`src/rtl/mem_port_arbiter.sv`:
```
`default_nettype none
// ============================================================================
// Module      : mem_port_arbiter
// Description : Two-port arbiter in front of the memory coupler's
//               transaction interface. Port 0 is the CPU coupler side and
//               port 1 is the DMA/debug loader. Only one transaction is in
//               flight at a time. A round-robin pointer breaks ties. A trigger
//               that the coupler never acknowledges is aborted with err.
// Revision    : 1.0 - initial release
// ----------------------------------------------------------------------------
// Ports
//   sysclk                 in   system clock, all state on rising edge
//   reset                  in   asynchronous active-high reset
//   pX_req/we/byte         in   request, 1=store/0=load, byte access
//   pX_addr/wdata          in   address and store data (32 bit)
//   pX_gnt                 out  one-cycle grant pulse, fields captured
//   pX_done                out  one-cycle completion pulse
//   rdata                  out  last completed load data
//   err                    out  with done: aborted by timeout
//   Store/Load_Trigger     out  one-cycle command pulses to the coupler
//   write_buffer_A/D       out  latched address / store data
//   write_buffer_is_byte   out  latched byte flag
//   st_busy/ld_busy        in   coupler busy flags
//   load_from_mem_data     in   coupler load data
// ============================================================================
module mem_port_arbiter #(
    parameter int ACK_TIMEOUT = 16,
    parameter int CNT_W       = 5
) (
    input  logic        sysclk,
    input  logic        reset,
    input  logic        p0_req,
    input  logic        p0_we,
    input  logic        p0_byte,
    input  logic [31:0] p0_addr,
    input  logic [31:0] p0_wdata,
    input  logic        p1_req,
    input  logic        p1_we,
    input  logic        p1_byte,
    input  logic [31:0] p1_addr,
    input  logic [31:0] p1_wdata,
    output logic        p0_gnt,
    output logic        p1_gnt,
    output logic        p0_done,
    output logic        p1_done,
    output logic [31:0] rdata,
    output logic        err,
    output logic        Store_Trigger,
    output logic        Load_Trigger,
    output logic [31:0] write_buffer_A,
    output logic [31:0] write_buffer_D,
    output logic        write_buffer_is_byte,
    input  logic        st_busy,
    input  logic        ld_busy,
    input  logic [31:0] load_from_mem_data
);

    typedef enum logic [1:0] {
        S_IDLE       = 2'd0,
        S_ISSUE      = 2'd1,
        S_WAIT_START = 2'd2,
        S_WAIT_END   = 2'd3
    } state_t;

    // Counter value in the final WAIT_START cycle before the abort.
    localparam logic [CNT_W-1:0] c_TO_LAST = CNT_W'(ACK_TIMEOUT - 1);
    localparam logic [CNT_W-1:0] c_CNT_ONE = CNT_W'(1);

    state_t            r_state;
    logic              r_last;
    logic              r_owner;
    logic              r_we;
    logic [CNT_W-1:0]  r_cnt;

    logic              r_p0_gnt;
    logic              r_p1_gnt;
    logic              r_p0_done;
    logic              r_p1_done;
    logic              r_err;
    logic              r_st_trig;
    logic              r_ld_trig;
    logic [31:0]       r_rdata;
    logic [31:0]       r_wb_a;
    logic [31:0]       r_wb_d;
    logic              r_wb_byte;

    logic              w_any_req;
    logic              w_pick;
    logic              w_busy;
    logic              w_done_now;

    assign w_any_req  = p0_req | p1_req;
    // On a tie the port that did not complete last wins.
    assign w_pick     = (p0_req & p1_req) ? ~r_last : p1_req;
    // Only the busy flag matching the transaction direction matters.
    assign w_busy     = r_we ? st_busy : ld_busy;
    // The IDLE cycle carrying a done pulse does not arbitrate, so a new
    // grant appears two cycles after done at the earliest.
    assign w_done_now = r_p0_done | r_p1_done;

    always_ff @(posedge sysclk or posedge reset) begin
        if (reset) begin
            r_state   <= S_IDLE;
            r_last    <= 1'b1;
            r_owner   <= 1'b0;
            r_we      <= 1'b0;
            r_cnt     <= '0;
            r_p0_gnt  <= 1'b0;
            r_p1_gnt  <= 1'b0;
            r_p0_done <= 1'b0;
            r_p1_done <= 1'b0;
            r_err     <= 1'b0;
            r_st_trig <= 1'b0;
            r_ld_trig <= 1'b0;
            r_rdata   <= '0;
            r_wb_a    <= '0;
            r_wb_d    <= '0;
            r_wb_byte <= 1'b0;
        end else begin
            // Pulse outputs default low every cycle.
            r_p0_gnt  <= 1'b0;
            r_p1_gnt  <= 1'b0;
            r_p0_done <= 1'b0;
            r_p1_done <= 1'b0;
            r_err     <= 1'b0;
            r_st_trig <= 1'b0;
            r_ld_trig <= 1'b0;

            case (r_state)
                S_IDLE: begin
                    if (w_any_req && !w_done_now) begin
                        r_owner   <= w_pick;
                        r_we      <= w_pick ? p1_we    : p0_we;
                        r_wb_a    <= w_pick ? p1_addr  : p0_addr;
                        r_wb_d    <= w_pick ? p1_wdata : p0_wdata;
                        r_wb_byte <= w_pick ? p1_byte  : p0_byte;
                        r_p0_gnt  <= ~w_pick;
                        r_p1_gnt  <= w_pick;
                        r_state   <= S_ISSUE;
                    end
                end

                S_ISSUE: begin
                    r_st_trig <= r_we;
                    r_ld_trig <= ~r_we;
                    r_cnt     <= '0;
                    r_state   <= S_WAIT_START;
                end

                S_WAIT_START: begin
                    if (w_busy) begin
                        r_state <= S_WAIT_END;
                    end else if (r_cnt == c_TO_LAST) begin
                        // Coupler never acknowledged: abort, rdata untouched.
                        r_p0_done <= ~r_owner;
                        r_p1_done <= r_owner;
                        r_err     <= 1'b1;
                        r_last    <= r_owner;
                        r_state   <= S_IDLE;
                    end else begin
                        r_cnt <= r_cnt + c_CNT_ONE;
                    end
                end

                S_WAIT_END: begin
                    if (!w_busy) begin
                        if (!r_we) begin
                            r_rdata <= load_from_mem_data;
                        end
                        r_p0_done <= ~r_owner;
                        r_p1_done <= r_owner;
                        r_last    <= r_owner;
                        r_state   <= S_IDLE;
                    end
                end

                default: begin
                    r_state <= S_IDLE;
                end
            endcase
        end
    end

    assign p0_gnt               = r_p0_gnt;
    assign p1_gnt               = r_p1_gnt;
    assign p0_done              = r_p0_done;
    assign p1_done              = r_p1_done;
    assign err                  = r_err;
    assign Store_Trigger        = r_st_trig;
    assign Load_Trigger         = r_ld_trig;
    assign rdata                = r_rdata;
    assign write_buffer_A       = r_wb_a;
    assign write_buffer_D       = r_wb_d;
    assign write_buffer_is_byte = r_wb_byte;

endmodule
`default_nettype wire

```
`config.mk`:
```
export PLATFORM = sky130hd
export DESIGN_NAME = mem_port_arbiter
export DESIGN_NICKNAME = d
export VERILOG_FILES = /design/src/rtl/mem_port_arbiter.sv
export SDC_FILE = /design/constraint.sdc
export NUM_CORES = 1
export LEC_CHECK = 0
export CORE_ASPECT_RATIO = 0.9
export CORE_MARGIN = 2
export CORE_UTILIZATION = 43
export DETAILED_ROUTE_END_ITERATION = 7
export PLACE_DENSITY = 0.95
export RECOVER_POWER = 25
export SLEW_MARGIN = 20
export SYNTH_ARGS = -nofsm -noshare
export SYNTH_HDL_FRONTEND = slang
export SYNTH_SLANG_ARGS = --single-unit
```
`constraint.sdc`:
```
create_clock -name sysclk -period 10.52 [get_ports sysclk]
set_input_delay 1.052 -clock sysclk [delete_from_list [all_inputs] [get_ports sysclk]]
set_output_delay 1.052 -clock sysclk [all_outputs]
set_load 0.005 [all_outputs]
```
==> impl_metrics.yaml <==
sta:
  maxSlewHeadroom_pct: -50.2
  skew_ns: 0.00874
  post-route-min-period_ns: 3.33
  max_freq_ghz: 0.301
  worst_pin_slew_ns: 2.24
  setup_viol: 0
  rsz0062_at_grt: "no"
  setup_tns_ns: 0
  final_hold_viol_count: 0
  period_share_pct: 31.6
  maxSlewViolCount: 52
drt:
  final_antenna_net_count: 0
  drt-met1-wl_mm: 5.14
  highest_layer: "met4"
  drt_wl_total_mm: 14.6
  wl_per_cell_um: 18.2
  vias: 3999
  post_drt_via_cell_ratio: 5.00
  drc: 0
  wl_met3_mm: 1.44
  dr_wl_met2_mm: 7.52
  first_pass_iters: 4
  dr.first_iter.drc_count: 132
power_and_ir_drop:
  pwr-share-clk_pct: 25.8
  finalPower_mw: 2.32
  power.net_switching_mw: 0.625
  p_int_mw: 1.70
  p_comb_share_pct: 40.1
  switching_share_pct: 26.9
  power_density_mw_per_mm2: 268
  peakVddDrop_mv: 0.167
  leakagePower_nw: 3.55
  p_seq_share_pct: 34.1
cells_and_area:
  multi_input_area_mm2: 0.00222
  drive_gt1_share_pct: 31.1
  area_growth_syn_to_layout_pct: 65.6
  area.sequential_mm2: 0.00285
  fillers: 794
  nets: 800
  n_antenna_cell: 0
worst_setup_path:
  cp_slowest_cell: "clkinvlp_2"
  cp_max_fo: 64
  worstPathCellList: "dlygate4sd3_1, clkinvlp_2, buf_4"
  cp.arrival_ns: 3.77
  end_kind: "async pin"
  worstPathRequired_ns: 10.97
  path_buf_inv: 3
  crit_type: "in -> async"
  rr_worst_depth: 4
  worst_setup_path_start_kind: "input pin"
  cp_num_cells: 3
  cp_top_family: "buffers and inverters"
  cpPeakStageDelay_ns: 1.28
clock_network:
  cts_hold_buf: 0
  numCtsBuffers: 17
  cts_resized: 0
  path_clk_slew_ns: 0.05
  cts_setup_buffers: 0
  cts_tree: "done"
  root_buffer: "clkbuf_16"
  clockBufferDepth: 2
  h-tree-depth: 4
  cts.sinks: 114
  insertion_delay_ns: 0.42
global_route:
  gr-total-overflow: 0
  grt_start_max_net_pins: 65
  antenna_found_initial: 0
  grt_pass1_vias: 4285
  grt_pass1_wl_mm: 22.0
  grt_use_total_pct: 22.3
place:
  routabilityCongestion: 0.769
  dp_hpwl_mm: 10.8
  portBuffers: 273
floorplanning:
  start_util_pct: 43.7
  die_area_mm2: 0.0131
  core_mm2: 0.0120
  die_w_um: 120
  ioPinCount: 274
  fp-row-count: 38
  dieHeight_um: 109
synthesis:
  syn_avg_cell_area_um2: 14.8
  yosys.area.top_type: "dfrtp_1"
  synthTopCellsByArea: "dfrtp_1 (54%), mux2_2 (34%), buf_6 (1.7%)"
  synth_warnings: 0
  netlist_instances: 353
  yosysUniqueCellTypes: 39
  synth_top_area_share_pct: 54.0
  netlist_area_mm2: 0.00524
  synth-seq-cells: 114
  synth_fp_nets: 525
  synth_seq_area_share_pct: 54.5
min_path:
  hold_class: "reg -> reg"
  hold_depth: 1
outcome:
  violations: "capacitance limit, slew limit"
  status: "complete, but fails checks"
flow_run:
  drv.max_cap_violation_count: 1
==> layout make-up <==
cell class	instances	share of cell area (%)
clock buffer	20	5.26
clock inverter	11	1.85
inverter	4	0.187
multi-input combinational	213	25.6
sequential	114	32.9
tap	160	2.31
timing repair buffer	278	31.9
==> through the flow <==
stage	hold WS [ns]	utilization, %	setup WS [ns]	area, um2	instances
after CTS	0.476	72.6	7.26	8700	800
after global routing	0.503	72.4	6.65	8680	800
after detailed placement	0.465	67.4	6.83	8080	769
after global placement	0.449	67.4	6.91	8080	769
after floorplan	0.437	-	6.45	5240	353
final	0.472	72.4	7.19	8680	800
==> final timing paths <==
check / to / slack (ns) / startpoint
worst max-delay path: rdata[10] / 7.19 / reset
worst min-delay path: p0_done / 0.47 / r_owner
worst max register to register: write_buffer_D[8] / 7.94 / r_state[1]
worst min register to register: p0_done / 0.47 / r_owner
max in group sysclk: write_buffer_A[21] / 7.19 / p0_req
min in group asynchronous: write_buffer_D[8] / 1.69 / reset
==> state kept, by name (all words and copies together) (netlist names), 2 cells and up <==
signal / flops
write_buffer_D: 32
r_state: 2
rdata: 32
r_cnt: 5
write_buffer_A: 32
==> power by group through the flow <==
| stage | registers [mW] | clock network [mW] | logic, mW |
|---|---|---|---|
| 6_report | 0.792 | 0.599 | 0.930 |
| 3_5_place_dp | 0.800 | 0 | 0.947 |
| 3_3_place_gp | 0.781 | 0 | 0.913 |
| 4_1_cts | 0.797 | 0.612 | 0.956 |
| 2_1_floorplan | 0.785 | 0 | 0.408 |
| 5_1_grt | 0.820 | 0.630 | 0.989 |
==> layer usage <==
layer	track usage, %	vias up
met5	0	-
met3	10.5	41
met2	39.4	197
met1	22.2	1937
li1	-	1824
met4	11.1	0
==> cell usage after synthesis <==
| cell type | count |
|---|---|
| nor4bb_1 | 2 |
| a31oi_1 | 1 |
| and2_1 | 2 |
| nor4b_1 | 1 |
| o32a_1 | 1 |
| o311ai_0 | 1 |
| a2bb2oi_1 | 1 |
| mux2_1 | 7 |
| nand3_1 | 2 |
| nor2b_1 | 4 |
| and3b_1 | 1 |
| a21o_1 | 1 |
| buf_1 | 1 |
| nor2_1 | 4 |
| and4b_1 | 1 |
| and3_1 | 1 |
| ha_1 | 2 |
| o21ai_0 | 1 |
| dfstp_2 | 1 |
| mux2i_1 | 1 |
| dfrtp_1 | 113 |
| nor2_2 | 1 |
| mux2_2 | 159 |
| a21oi_1 | 1 |
| inv_1 | 4 |
| nor3_1 | 1 |
| a21boi_2 | 1 |
| nor4b_4 | 1 |
| mux2_4 | 1 |
| or4_1 | 1 |
| or3b_2 | 1 |
| o211ai_1 | 1 |
| buf_2 | 1 |
| buf_4 | 3 |
| nand2_1 | 5 |
| buf_6 | 8 |
| nor3b_1 | 2 |
| o22ai_1 | 4 |
| clkbuf_1 | 9 |
==> logic make-up (layout without fill, tap and decap cells) <==
| kind of cell | Yosys count | after routing | share of synthesized area [%] |
|---|---|---|---|
| AO/OA/AOI/OAI | 13 | 13 | 1.81 |
| flip-flops | 114 | 114 | 54.5 |
| adder cells (fa/ha/maj) | 2 | 2 | 0.477 |
| buffers and inverters | 26 | 313 | 3.25 |
| AND/OR/NAND/NOR | 30 | 30 | 3.84 |
| multiplexers | 168 | 168 | 36.2 |
==> cell usage in the layout, fill, tap and decap left out, types with 2 or more instances in the layout <==
master,netlist,final
clkdlybuf4s50_1,0,253
clkbuf_8,0,2
clkinv_2,0,5
nor2_1,4,4
nor4b_1,1,2
nor2b_1,4,4
nand2_1,5,5
clkbuf_16,0,17
bufinv_16,0,4
clkinvlp_4,0,2
nor3b_1,2,2
dlygate4sd3_1,0,20
dfrtp_1,113,113
and2_1,2,2
buf_4,3,4
mux2_1,7,8
nand3_1,2,2
o22ai_1,4,4
mux2_2,159,158
inv_1,4,3
ha_1,2,2
clkbuf_1,9,2
==> worst reg2reg max path, delay by kind of cell, from the launching register on <==
kind,cells,cell delay (ns)
flip-flops,1,0.59
buffers and inverters,1,0.88
AND/OR/NAND/NOR,2,0.55
multiplexers,1,0.44
(Power assumes the default switching activity.)
